<file path="config.mk">
export PLATFORM = sky130hd
export DESIGN_NAME = fetch_unit
export DESIGN_NICKNAME = d
export VERILOG_FILES = /design/src/rtl/fetch_unit.sv
export SDC_FILE = /design/constraint.sdc
export NUM_CORES = 1
export LEC_CHECK = 0
export ABC_AREA = 1
export CAP_MARGIN = 30
export CORE_MARGIN = 4
export CORE_UTILIZATION = 39
export DETAILED_ROUTE_END_ITERATION = 8
export PLACE_DENSITY_LB_ADDON = 0.05
export REMOVE_ABC_BUFFERS = 1
export SETUP_SLACK_MARGIN = 0.15
export SYNTH_ARGS = -nofsm -noshare
export SYNTH_HDL_FRONTEND = slang
export SYNTH_SLANG_ARGS = --single-unit
</file>
<file path="constraint.sdc">
create_clock -name clk -period 1.2 [get_ports clk]
set_input_delay 0.12 -clock clk [delete_from_list [all_inputs] [get_ports clk]]
set_output_delay 0.12 -clock clk [all_outputs]
set_load 0.02 [all_outputs]
</file>
<file path="src/rtl/fetch_unit.sv">
// fetch_unit: instruction fetch and sequencing stage for the toy accumulator CPU.
// Holds the PC, fetches a word over a req/ack handshake, latches it into the
// instruction register, and applies the controller's next-PC select after
// execution. The undefined opcode 4'b0111 traps into an absorbing HALT state.
// Optional: define FETCH_RETIRE_CNT_EN to add the saturating retire_cnt output.
module fetch_unit #(
   parameter int              PC_W     = 8,
   parameter logic [PC_W-1:0] RESET_PC = '0
) (
   input  logic              clk,
   input  logic              rst_n,
   output logic              imem_req,
   output logic [PC_W-1:0]   imem_addr,
   input  logic              imem_ack,
   input  logic [PC_W+3:0]   imem_rdata,
   output logic [3:0]        opcode,
   output logic [PC_W-1:0]   operand,
   output logic              instr_valid,
   input  logic [1:0]        src_pc,
   input  logic              exec_stall,
   output logic [PC_W-1:0]   pc,
   output logic              halted
`ifdef FETCH_RETIRE_CNT_EN
   ,
   output logic [15:0]       retire_cnt
`endif
);

   localparam int         INSTR_W = 4 + PC_W;
   localparam logic [3:0] OP_TRAP = 4'b0111;

   typedef enum logic [1:0] {
      S_IDLE  = 2'd0,
      S_FETCH = 2'd1,
      S_EXEC  = 2'd2,
      S_HALT  = 2'd3
   } state_t;

   state_t               r_state;
   state_t               w_next_state;
   logic [INSTR_W-1:0]   r_ir;
   logic [PC_W-1:0]      r_pc;
   logic [PC_W-1:0]      w_pc_next;
   logic [PC_W-1:0]      w_pc_inc;
   logic [3:0]           w_op;
   logic [PC_W-1:0]      w_opnd;
   logic                 w_ack_take;
   logic                 w_exec_done;
   logic                 w_trap;
   logic                 w_retire;

   // IR field decode; opcode/operand come straight from IR so they hold for all of EXEC
   assign w_op   = r_ir[INSTR_W-1:INSTR_W-4];
   assign w_opnd = r_ir[PC_W-1:0];

   // ack only counts while a fetch is outstanding; acks in any other state are dropped
   assign w_ack_take  = (r_state == S_FETCH) && imem_ack;
   assign w_exec_done = (r_state == S_EXEC) && !exec_stall;
   assign w_trap      = w_exec_done && (w_op == OP_TRAP);
   assign w_retire    = w_exec_done && (w_op != OP_TRAP);

   // sequential successor wraps modulo 2^PC_W with no carry-out
   assign w_pc_inc = PC_W'(r_pc + 1'b1);

   // next-PC select; reserved code and any unknown fall back to sequential
   always_comb begin
      w_pc_next = w_pc_inc;
      case (src_pc)
         2'b01:   w_pc_next = w_opnd;
         2'b10:   w_pc_next = w_opnd;
         default: w_pc_next = w_pc_inc;
      endcase
   end

   // FSM state register
   always_ff @(posedge clk or negedge rst_n) begin
      if (!rst_n) r_state <= S_IDLE;
      else        r_state <= w_next_state;
   end

   // FSM next-state logic
   always_comb begin
      w_next_state = r_state;
      case (r_state)
         S_IDLE:  w_next_state = S_FETCH;
         S_FETCH: if (w_ack_take) w_next_state = S_EXEC;
         S_EXEC: begin
            if (w_trap)        w_next_state = S_HALT;
            else if (w_retire) w_next_state = S_FETCH;
         end
         S_HALT:  w_next_state = S_HALT;
         default: w_next_state = S_IDLE;
      endcase
   end

   // FSM outputs decoded purely from state so reset clears them without a clock
   always_comb begin
      imem_req    = 1'b0;
      instr_valid = 1'b0;
      halted      = 1'b0;
      case (r_state)
         S_FETCH: imem_req    = 1'b1;
         S_EXEC:  instr_valid = 1'b1;
         S_HALT:  halted      = 1'b1;
         default: ;
      endcase
   end

   // instruction register: loads only on an accepted fetch
   always_ff @(posedge clk or negedge rst_n) begin
      if (!rst_n)          r_ir <= '0;
      else if (w_ack_take) r_ir <= imem_rdata;
   end

   // PC: advances only when an instruction retires; stall and trap both hold it
   always_ff @(posedge clk or negedge rst_n) begin
      if (!rst_n)        r_pc <= RESET_PC;
      else if (w_retire) r_pc <= w_pc_next;
   end

`ifdef FETCH_RETIRE_CNT_EN
   logic [15:0] r_retire_cnt;

   // retired-instruction counter, saturating; the trap exit is not a retire
   always_ff @(posedge clk or negedge rst_n) begin
      if (!rst_n)
         r_retire_cnt <= '0;
      else if (w_retire && (r_retire_cnt != 16'hFFFF))
         r_retire_cnt <= r_retire_cnt + 16'd1;
   end

   assign retire_cnt = r_retire_cnt;
`endif

   assign imem_addr = r_pc;
   assign pc        = r_pc;
   assign opcode    = w_op;
   assign operand   = w_opnd;

endmodule

</file>
==> flow_summary_export.csv, run 1 <==
group,metric,value,unit
finish,register_area,557,um2
die,core,3050,um2
run_status,status,"finished, violations left",
timing,slew_headroom,72.5,%
placed_design,dp_cells,258,
timing,period_needed,1.23,ns
power,p_sw,2.32,mW
synthesis,ys_seq_area_share,44.3,%
power,ir_drop,1090,uV
die,start_util,40.7,%
critical_path,r2r-start,"imem_addr[0]",
timing,finalMaxSlewViolations,0,
critical_path,worst-setup-path-type,"flip-flop to output port",
timing,worst_pin_slew,0.411,ns
clock_tree,cts_tree,"yes",
critical_path,startpoint,"r_state[0]",
finish,antenna_cells,0,
synthesis,yosysTopAreaCell,"dfrtp_1",
critical_path,crit-reg2reg-capture,"imem_addr[7]",
synthesis,synth_top_area_share,44.3,%
synthesis,ys_warn_count,0,
drt,dr.pass1.iters,4,
finish,finalInstanceArea,2110,um2
drt,route.detailed.drc,0,
drt,wirelength,3600,um
global_route,grt_use_total,18.1,%
critical_path,cp_max_fo,2,
drt,initialDrtViolationCount,38,
critical_path,required,1.08,ns
drt,routed_via_density,4.73,
timing,period_share,103,%
die,die_x,64.4,um
synthesis,avgSynthCellArea,7.48,um2
clock_tree,worstSkewPairLatency,0.31,ns
die,ios,49,
placed_design,port-buffer-count,48,
finish,area_growth,70.0,%
global_route,grt_pass1_vias,1304,
run_status,violations,"setup timing",
die,core.rowCount,20,
critical_path,slowest_delay,0.39,ns
finish,stdcell_count,279,
finish,drive_gt1_share,47.2,%
global_route,gr-max-usage-layer,"met2",
clock_tree,cts.htree.levels,1,
global_route,grt_pass1_wl,5920,um
critical_path,cp.arrival,1.11,ns
timing,rsz0062_at_grt,"true",
global_route,use_met3,3.29,%
drt,antenna_left,0,
power,p_leak,1.02,nW
critical_path,cpMostUsedCell,"buf_6",
critical_path,crit_chain,"buf_6 > inv_4 > nor2_4 > buf_6",
global_route,use_met1,20.7,%
global_route,use_met2,33.0,%
placed_design,finalWeightedCongestion,0.730,
clock_tree,clock-sinks,22,
global_route,antenna_found_initial,0,
placed_design,place_area,1780,um2
clock_tree,ctsLongestPathBuffers,2,
min_path,hold_class,"input pin to asynchronous set/reset pin",
power,p_clk_share,6.7,%
power,power_density,2440,nW/um2
critical_path,rr_worst_depth,8,
power,seqPwrFrac,27.4,%
power,p_int,2.84,mW
synthesis,synthesis.area,1240,um2
timing,skew,0.00311,ns
synthesis,synthTopCellsByArea,"dfrtp_1 44%, nand2_1 18%, nand3_1 6.8%, buf_4 4.8%, nor2_1 4.5%",
die,die_h,64.4,um
timing,holdWs,0.150,ns
synthesis,yosysUniqueCellTypes,23,
global_route,overflow,0,
synthesis,synthCells,166,
clock_tree,cts_made_buffers,3,
finish,multi_input_area,722,um2
finish,layout.nets,256,
timing,setup_viol,10,
drt,vias,1320,
power,sw_frac_of_total,44.9,%
job,cap_violations,0,
critical_path,rrSetupSlack,-0.03,ns
timing,fin_ws,-0.0343,ns
clock_tree,cts_root_buf,"clkbuf_4",
power,power_frac_comb,65.8,%
global_route,grt_max_degree,23,
placed_design,dpl.hpwl,2230,um
drt,wire_per_inst,12.9,um
synthesis,synth-seq-cells,22,
clock_tree,clk_pin_slew,0.12,ns
finish,nFillCells,268,
critical_path,worstSetupEndpointType,"output port",
critical_path,slowest_stage,"dfrtp_1",
timing,fmax,810,MHz
die,dieArea,4150,um2
critical_path,startpoint_type,"flip-flop",
timing,finalHoldViolations,0,
[synth_stat cells, drive strengths merged]
| cell type | n |
|---|---|
| xor2 | 3 |
| a21oi | 3 |
| o211ai | 1 |
| or2 | 1 |
| nand2 | 62 |
| nand3 | 18 |
| inv | 14 |
| dfrtp | 22 |
| buf | 12 |
| nand4 | 1 |
| clkbuf | 1 |
| ha | 1 |
| nor2 | 21 |
| o21ai | 6 |
[logic make-up (layout without fill, tap and decap cells)]
family	after synthesis	count (layout)	synth area share [%]
AO/OA/AOI/OAI	10	10	4.23
XOR/XNOR	3	3	2.12
adder cells (fa/ha/maj)	1	1	1.01
buffers and inverters	27	94	12.0
flip-flops	22	22	44.3
AND/OR/NAND/NOR	103	105	36.4
[per-layer routing]
layer,vias to the layer above,wire length (um)
li1,651,-
met1,610,1470
met2,49,1850
met3,10,183
met4,0,91
met5,-,0
[timing repair]
item | in CTS | in global routing
cloned | 2 | 0
hold buffers | 0 | 0
pin swaps | 9 | 6
endpoints found under the setup margin | 53 | 44
gates resized for setup | 188 | 31
setup buffers | 14 | 2
[power by group through the flow]
| stage | registers [mW] | clock network, mW | logic (mW) |
|---|---|---|---|
| 2_1_floorplan | 1.93 | 0 | 0.771 |
| 3_3_place_gp | 1.38 | 0 | 2.69 |
| 3_5_place_dp | 1.40 | 0 | 2.73 |
| 4_1_cts | 1.34 | 0.360 | 3.12 |
| 5_1_grt | 1.47 | 0.393 | 3.68 |
| 6_report | 1.41 | 0.348 | 3.40 |
[placed cells by master (no fill, tap or decap), types with 2 or more instances in the layout]
cell type,count
nand2_1,49
buf_6,28
buf_4,22
dfrtp_1,17
clkdlybuf4s50_1,17
inv_1,10
nand2_2,10
nor2_1,10
buf_2,10
nand3_1,9
nand3_2,8
nor2_2,7
o21ai_1,5
dfrtp_2,5
nor2_4,4
inv_2,3
xor2_1,3
clkbuf_4,3
nand2_8,2
nand2_4,2
nand3_4,2
a21oi_2,2
[critical path: cells and delay by family, from the launching register on]
| kind | cells | cell delay, ns |
|---|---|---|
| flops | 1 | 0.39 |
| buf+inv | 3 | 0.30 |
| simple gates | 1 | 0.12 |
[flip-flops by register name, summed over array words and instances (netlist names)]
signal / cells
imem_addr: 8
r_state: 2
r_ir: 12
[stage by stage]
stage	worst slack, ns	TNS [ns]	power [mW]	util [%]
2_1_floorplan	-0.234	-3.17	2.70	-
3_5_place_dp	-0.127	-2.00	4.12	58.3
6_report	-0.0343	-0.162	5.16	69.2
5_1_grt	-0.0774	-0.776	5.54	69.2
3_3_place_gp	-0.0992	-1.47	4.07	58.3
4_1_cts	-0.0131	-0.0303	4.83	65.5
[final cells by class]
cell class | instances | area share, %
flip-flops and latches | 22 | 26.4
repair buffers | 77 | 33.2
clock buffers | 3 | 1.07
well taps | 44 | 2.61
multi-input cells | 119 | 34.2
inverters | 14 | 2.61
[worst max path at each step]
stage	to	slack [ns]
2_1_floorplan	imem_addr[6]	-0.23
3_3_place_gp	imem_req	-0.1
3_5_place_dp	r_ir[0]	-0.13
4_1_cts	instr_valid	-0.01
5_1_grt	imem_addr[1]	-0.08
6_report	imem_req	-0.03
No activity file was read; power rests on OpenSTA's default activity.
==> run 2: changes to the inputs <==
--- a/config.mk
+++ b/config.mk
@@ -6,7 +6,7 @@
 export NUM_CORES = 1
 export LEC_CHECK = 0
 export ABC_AREA = 1
-export CAP_MARGIN = 30
+export CAP_MARGIN = 20
 export CORE_MARGIN = 4
 export CORE_UTILIZATION = 39
 export DETAILED_ROUTE_END_ITERATION = 8
==> results of run 2 <==
Final layout, timing and power as in run 1 (identical DEF).
